$ cat config.mk
export PLATFORM = sky130hd
export DESIGN_NAME = argmax_unit
export DESIGN_NICKNAME = d
export VERILOG_FILES = /design/src/rtl/argmax_unit.sv
export SDC_FILE = /design/constraint.sdc
export NUM_CORES = 1
export LEC_CHECK = 0
export CAP_MARGIN = 20
export CORE_MARGIN = 4
export CORE_UTILIZATION = 45
export CTS_BUF_LIST = sky130_fd_sc_hd__clkbuf_2
export DETAILED_ROUTE_END_ITERATION = 6
export PLACE_DENSITY = 0.74
export SYNTH_ARGS = -nofsm -noshare
export SYNTH_HDL_FRONTEND = slang
export SYNTH_SLANG_ARGS = --single-unit
$ cat constraint.sdc
create_clock -name clk -period 4.39 [get_ports clk]
set_input_delay 1.317 -clock clk [delete_from_list [all_inputs] [get_ports clk]]
set_output_delay 1.317 -clock clk [all_outputs]
set_load 0.05 [all_outputs]
$ cat src/rtl/argmax_unit.sv
// Sequential arg-max over DIM signed elements: one compare per clock, done at start+DIM, ties go to the lowest index.
// Optional macro ARGMAX_MAXVAL_EN adds a max_val output holding the winning element.
module argmax_unit #(
  parameter int DATA_WIDTH = 16,
  parameter int DIM        = 10,
  parameter int IDXW       = 4
) (
  input  logic                         clk,
  input  logic                         reset,
  input  logic                         start,
  input  logic signed [DATA_WIDTH-1:0] vec [0:DIM-1],
  output logic        [IDXW-1:0]       idx,
  output logic                         done,
  output logic                         busy
`ifdef ARGMAX_MAXVAL_EN
  ,
  output logic signed [DATA_WIDTH-1:0] max_val
`endif
);

  typedef enum logic [1:0] {IDLE, SCAN, FINISH} state_t;

  localparam logic [IDXW-1:0] LAST = IDXW'(DIM - 1);

  state_t state, state_nxt;

  logic signed [DATA_WIDTH-1:0] snap [0:DIM-1];
  logic signed [DATA_WIDTH-1:0] best_val;
  logic        [IDXW-1:0]       best_idx;
  logic        [IDXW-1:0]       cnt;
  logic                         take;

  // Strictly greater keeps the earliest index on ties.
  assign take = (snap[cnt] > best_val);

  always_ff @(posedge clk) begin
    if (reset) begin
      state <= IDLE;
    end else begin
      state <= state_nxt;
    end
  end

  always_comb begin
    state_nxt = state;
    done      = 1'b0;
    busy      = 1'b0;
    case (state)
      IDLE: begin
        if (start) begin
          state_nxt = (DIM == 1) ? FINISH : SCAN;
        end
      end
      SCAN: begin
        busy = 1'b1;
        if (cnt == LAST) begin
          state_nxt = FINISH;
        end
      end
      FINISH: begin
        busy      = 1'b1;
        done      = 1'b1;
        state_nxt = IDLE;
      end
      default: state_nxt = IDLE;
    endcase
  end

  // idx is loaded on the edge into FINISH so it is already valid while done is high.
  always_ff @(posedge clk) begin
    if (reset) begin
      for (int k = 0; k < DIM; k++) begin
        snap[k] <= '0;
      end
      best_val <= '0;
      best_idx <= '0;
      cnt      <= '0;
      idx      <= '0;
`ifdef ARGMAX_MAXVAL_EN
      max_val  <= '0;
`endif
    end else begin
      case (state)
        IDLE: begin
          if (start) begin
            snap     <= vec;
            best_val <= vec[0];
            best_idx <= '0;
            cnt      <= IDXW'(1);
            if (DIM == 1) begin
              idx <= '0;
`ifdef ARGMAX_MAXVAL_EN
              max_val <= vec[0];
`endif
            end
          end
        end
        SCAN: begin
          if (take) begin
            best_val <= snap[cnt];
            best_idx <= cnt;
          end
          if (cnt == LAST) begin
            idx <= take ? cnt : best_idx;
`ifdef ARGMAX_MAXVAL_EN
            max_val <= take ? snap[cnt] : best_val;
`endif
          end else begin
            cnt <= cnt + IDXW'(1);
          end
        end
        default: begin
        end
      endcase
    end
  end

endmodule

==> run summary <==
The master of the slowest instance on the critical path was o41ai_4. The logs give 5.05 ns for the required time of the critical path and 2767 µW for the internal power. The tree is rooted in a clkbuf_2.

The clock skew came out at 0.03488 ns. The post-detailed-routing wire length was 25050 µm. By instance count, the cell type seen most on the critical path is buf_4.

The x dimension of the die is 146.9 µm, and the number of buffers added to fix hold violations after cts is 0. Once the floorplan was initialized, standard cells occupied 46.12% of the core. Among all flip-flop cells after synthesis, the most frequent one is dfxtp_1. After clock tree synthesis, the clock-pin slew on the worst setup and hold paths is 0.28 ns. Including well taps, the total number of placed cells is 1387. The tools report the setup total negative slack as 0 ns. At the pin with the least slew margin, the transition time is 1.008 ns. Walking the worst path, the cells encountered are buf_4 > buf_4 > mux4_2 > mux2i_1 > o22ai_1 > ha_1 > a21oi_1 > nand2_1 > a21o_1 > o41ai_4 > a21o_4 > a311oi_2.

Summing the sequential cell areas from Yosys gives 43.80% of the chip area. The commonest cells after synthesis are 359 x nand2_1, 190 x dfxtp_1, 169 x a21oi_1. Clock latency on the worst-skew pair, taken at its later pin, is 0.80 ns. After filler insertion, the fill cell instance count of the layout stands at 1735. For the area of the mapped netlist, the log shows 0.008685 mm². The worst setup path is of the reg -> reg kind.

For the synthesis warning total, the log shows 0. The startpoint identified for the worst hold timing path is snap[153]. The post-CTS setup buffer count is 0, and the largest voltage drop on the vdd net is 0.0001956 V.

Setup repair after global routing left no endpoint under its margin. The number of clock buffers added by TritonCTS is 17. TritonCTS built the clock tree. A synthesized cell averages 8.481 µm². The first global-routing pass estimated 38530 µm of wire. The tools report the number of buffers on the longest clock path as 2. The quantity of gates resized following cts is 0, and the final standard cell count with taps included and fillers excluded is 1420.

Most frequent cell after synthesis: nand2_1. After synthesis the netlist holds a flip-flop and latch count of 190. The average detailed-routed wire length per instance was 17.64 µm; the post-layout utilization of the core was 57.38%. The run gives 0.02159 mm² as the area enclosed by the die boundary. The worst hold path class was reg -> reg.

Setup violations remaining at the end of the flow were counted as 0. Counting every net in the synthesized netlist gives 1209. The run finished with clean final reports. Worst-path maximum fanout: 18. The leading area contributor after synthesis was dfxtp_1.

Of the total power, combinational logic draws 29.3%. By area the synthesized netlist is led by dfxtp_1 44%, nand2_1 16%, a21oi_1 9.7%, mux4_2 8.3%, mux2i_1 3.7%. The critical path buffer and inverter count was 2; the height of the die was 146.9 µm.

For the post-placement worst setup slack, the log shows 0.3932 ns. STA classifies the critical path startpoint as a flop. The tool flagged a number of max-cap violations equal to 0. The via count of the first global-routing pass was 7226. The endpoint of the worst hold-timing path was snap[153]. The depth of the most critical reg-to-reg path works out to 12. The number of buffer cells added on primary ports was 168; the placer congestion estimate was 0.9387. The tools report the capturing element type of the critical path as a flop.

The area added between synthesis and finish was 24.41%; the sum of net half-perimeters after detailed placement was 18180 µm. After the first detailed-routing iteration, the DRC count stood at 871. The number of cells on the worst hold path is 2. The initial antenna violation count was 1.

The tree built by TritonCTS fans out to 190 sinks. The post-route worst setup slack was 0.2900 ns; the mean number of vias per cell was 5.447. The netlist uses 48 different library cells.

Data arrives at the worst endpoint at 4.76 ns. The overall global routing resource usage was 22.57%; the final critical delay including setup and external delays was 4.100 ns. The final-report hold violation count was 0; the remaining design rule violation count was 0. In this run the number of H-tree levels came out at 4. Counting every instance in the synthesized netlist gives 1024. For the reported net switching power, the log shows 1428 µW.

The worst relative slew slack was 32.56%. The maximum clock rate is 243.9 MHz. Net switching is 34.04% of the power. The run gives 169 as the total I/O pin count. The floorplan has 50 rows. The tools report the number of vias in the routed layout as 7735. The logs give 0.003911 µW for the leakage component of the power and 0.29 ns for the minimum setup slack among reg-to-reg paths.

The tools report the largest net degree at the start of global routing as 162. On the final layout, the worst hold slack is 0.4711 ns. The share of post-route cells with drive strength above 1 was 8.887%.

The synthesized design contains 0 enable-type register cells. The final-stage net count is 1331, and the first-pass iteration count of the detailed router is 6. Dividing total power by cell area gives a power density of 388.3 mW/mm². Among cell families on the critical path, the largest total delay comes from compound AO/OA/AOI/OAI gates. For this run, asynchronously set or reset flops after synthesis account for 0%.

Worst flop-to-flop path endpoint: best_val[13]. Dividing the final minimum period by the clock period gives 93.40%. The antenna violation net count after detailed routing was 0; the share of total power in sequential cells was 47.6%.

The top cell type by area accounts for 43.80% of the synthesized area. The tools report the reg-to-reg critical path startpoint as cnt[1]. The clock network is responsible for 23.1% of the overall power. The highest cell delay on the worst timing path was 0.94 ns. The floorplan core area came out at 0.01883 mm². The max-slew violation total from the final report is 0. The total congestion overflow after global routing was 0.
-- kinds of logic (layout without fill, tap and decap cells) --
logic type / Yosys count / count (layout) / share of synthesized area [%]
adder cells (fa/ha/maj): 22 / 22 / 3.170
XOR/XNOR: 2 / 2 / 0.2017
buffers and inverters: 103 / 238 / 5.043
flip-flops: 190 / 190 / 43.80
AO/OA/AOI/OAI: 247 / 247 / 17.78
multiplexers: 64 / 64 / 11.99
AND/OR/NAND/NOR: 396 / 396 / 18.02
other: 0 / 1 / 0
-- layout by cell type, fill, tap and decap left out, types with 2 or more instances in the layout --
master	Yosys	final
a211oi_1	17	17
a21o_1	2	2
a21oi_1	169	169
a311oi_1	8	8
a311oi_2	10	10
a32o_1	4	4
buf_12	0	4
buf_4	7	13
bufinv_16	0	3
clkbuf_2	0	19
clkdlybuf4s50_1	0	167
dfxtp_1	190	188
ha_1	22	22
inv_1	21	21
inv_6	0	3
inv_8	0	2
mux2i_1	32	32
mux4_2	32	32
nand2_1	359	358
nand3_1	2	2
nand3b_1	3	3
nand4_1	4	4
nor2_1	14	14
nor3_1	3	3
o21a_1	2	2
o21ai_0	5	5
o22ai_1	17	17
o31a_1	2	2
or2_2	2	2
xor2_1	2	2
-- cell type report --
| cell class | count | area (µm²) | share of cell area [%] |
|---|---|---|---|
| multi-input cells | 731 | 4453 | 41.22 |
| flip-flops and latches | 190 | 3809 | 35.25 |
| repair buffers | 185 | 1861 | 17.22 |
| well taps | 260 | 325.3 | 3.011 |
| clock inverters | 13 | 180.2 | 1.668 |
| clock buffers | 19 | 95.09 | 0.8801 |
| inverters | 21 | 78.83 | 0.7296 |
| diodes | 1 | 2.502 | 0.02316 |
-- sequential cells by signal, summed over array words and instances (netlist names) --
signal	count
state	2
snap	160
best_idx	4
best_val	16
idx	4
cnt	4
-- layer usage --
metal,track usage [%],vias to the layer above,part of all wire (%)
met3,5.089,44,6.6
met1,30.76,3654,44
met5,0,-,0
met4,7.176,0,2.7
li1,-,3767,-
met2,35.91,270,46
-- power by group through the flow --
stage	Combinational [µW]	Clock (µW)	Sequential (µW)
global placement	1200	0	2020
detailed placement	1220	0	2030
global route	1340	1070	2020
CTS	1220	984	1990
floorplan	865	0	1980
finish	1230	969	2000
-- worst max path at each step --
stage          slack [ns]    from            to  depth (start not counted)
2_1_floorplan        0.91  cnt[0]  best_val[10]                         14
3_3_place_gp         0.47  cnt[0]   best_idx[1]                         11
3_5_place_dp         0.39  cnt[1]  best_val[15]                         12
4_1_cts              0.34  cnt[1]  best_val[13]                         12
5_1_grt              0.05  cnt[1]   best_idx[0]                         12
6_report             0.29  cnt[1]  best_val[13]                         12
-- per-stage QoR --
step | cell area [µm²] | total power (µW)
3_5_place_dp | 10530 | 3245
6_report | 10800 | 4195
4_1_cts | 10800 | 4199
3_3_place_gp | 10530 | 3219
2_1_floorplan | 8685 | 2850
5_1_grt | 10800 | 4421
-- worst min-delay path, cell delays in order (launching register included) --
cell and delay, ns:
dfxtp_1 0.36, nand2_1 0.05, a21oi_1 0.05
(Power assumes the default switching activity.)
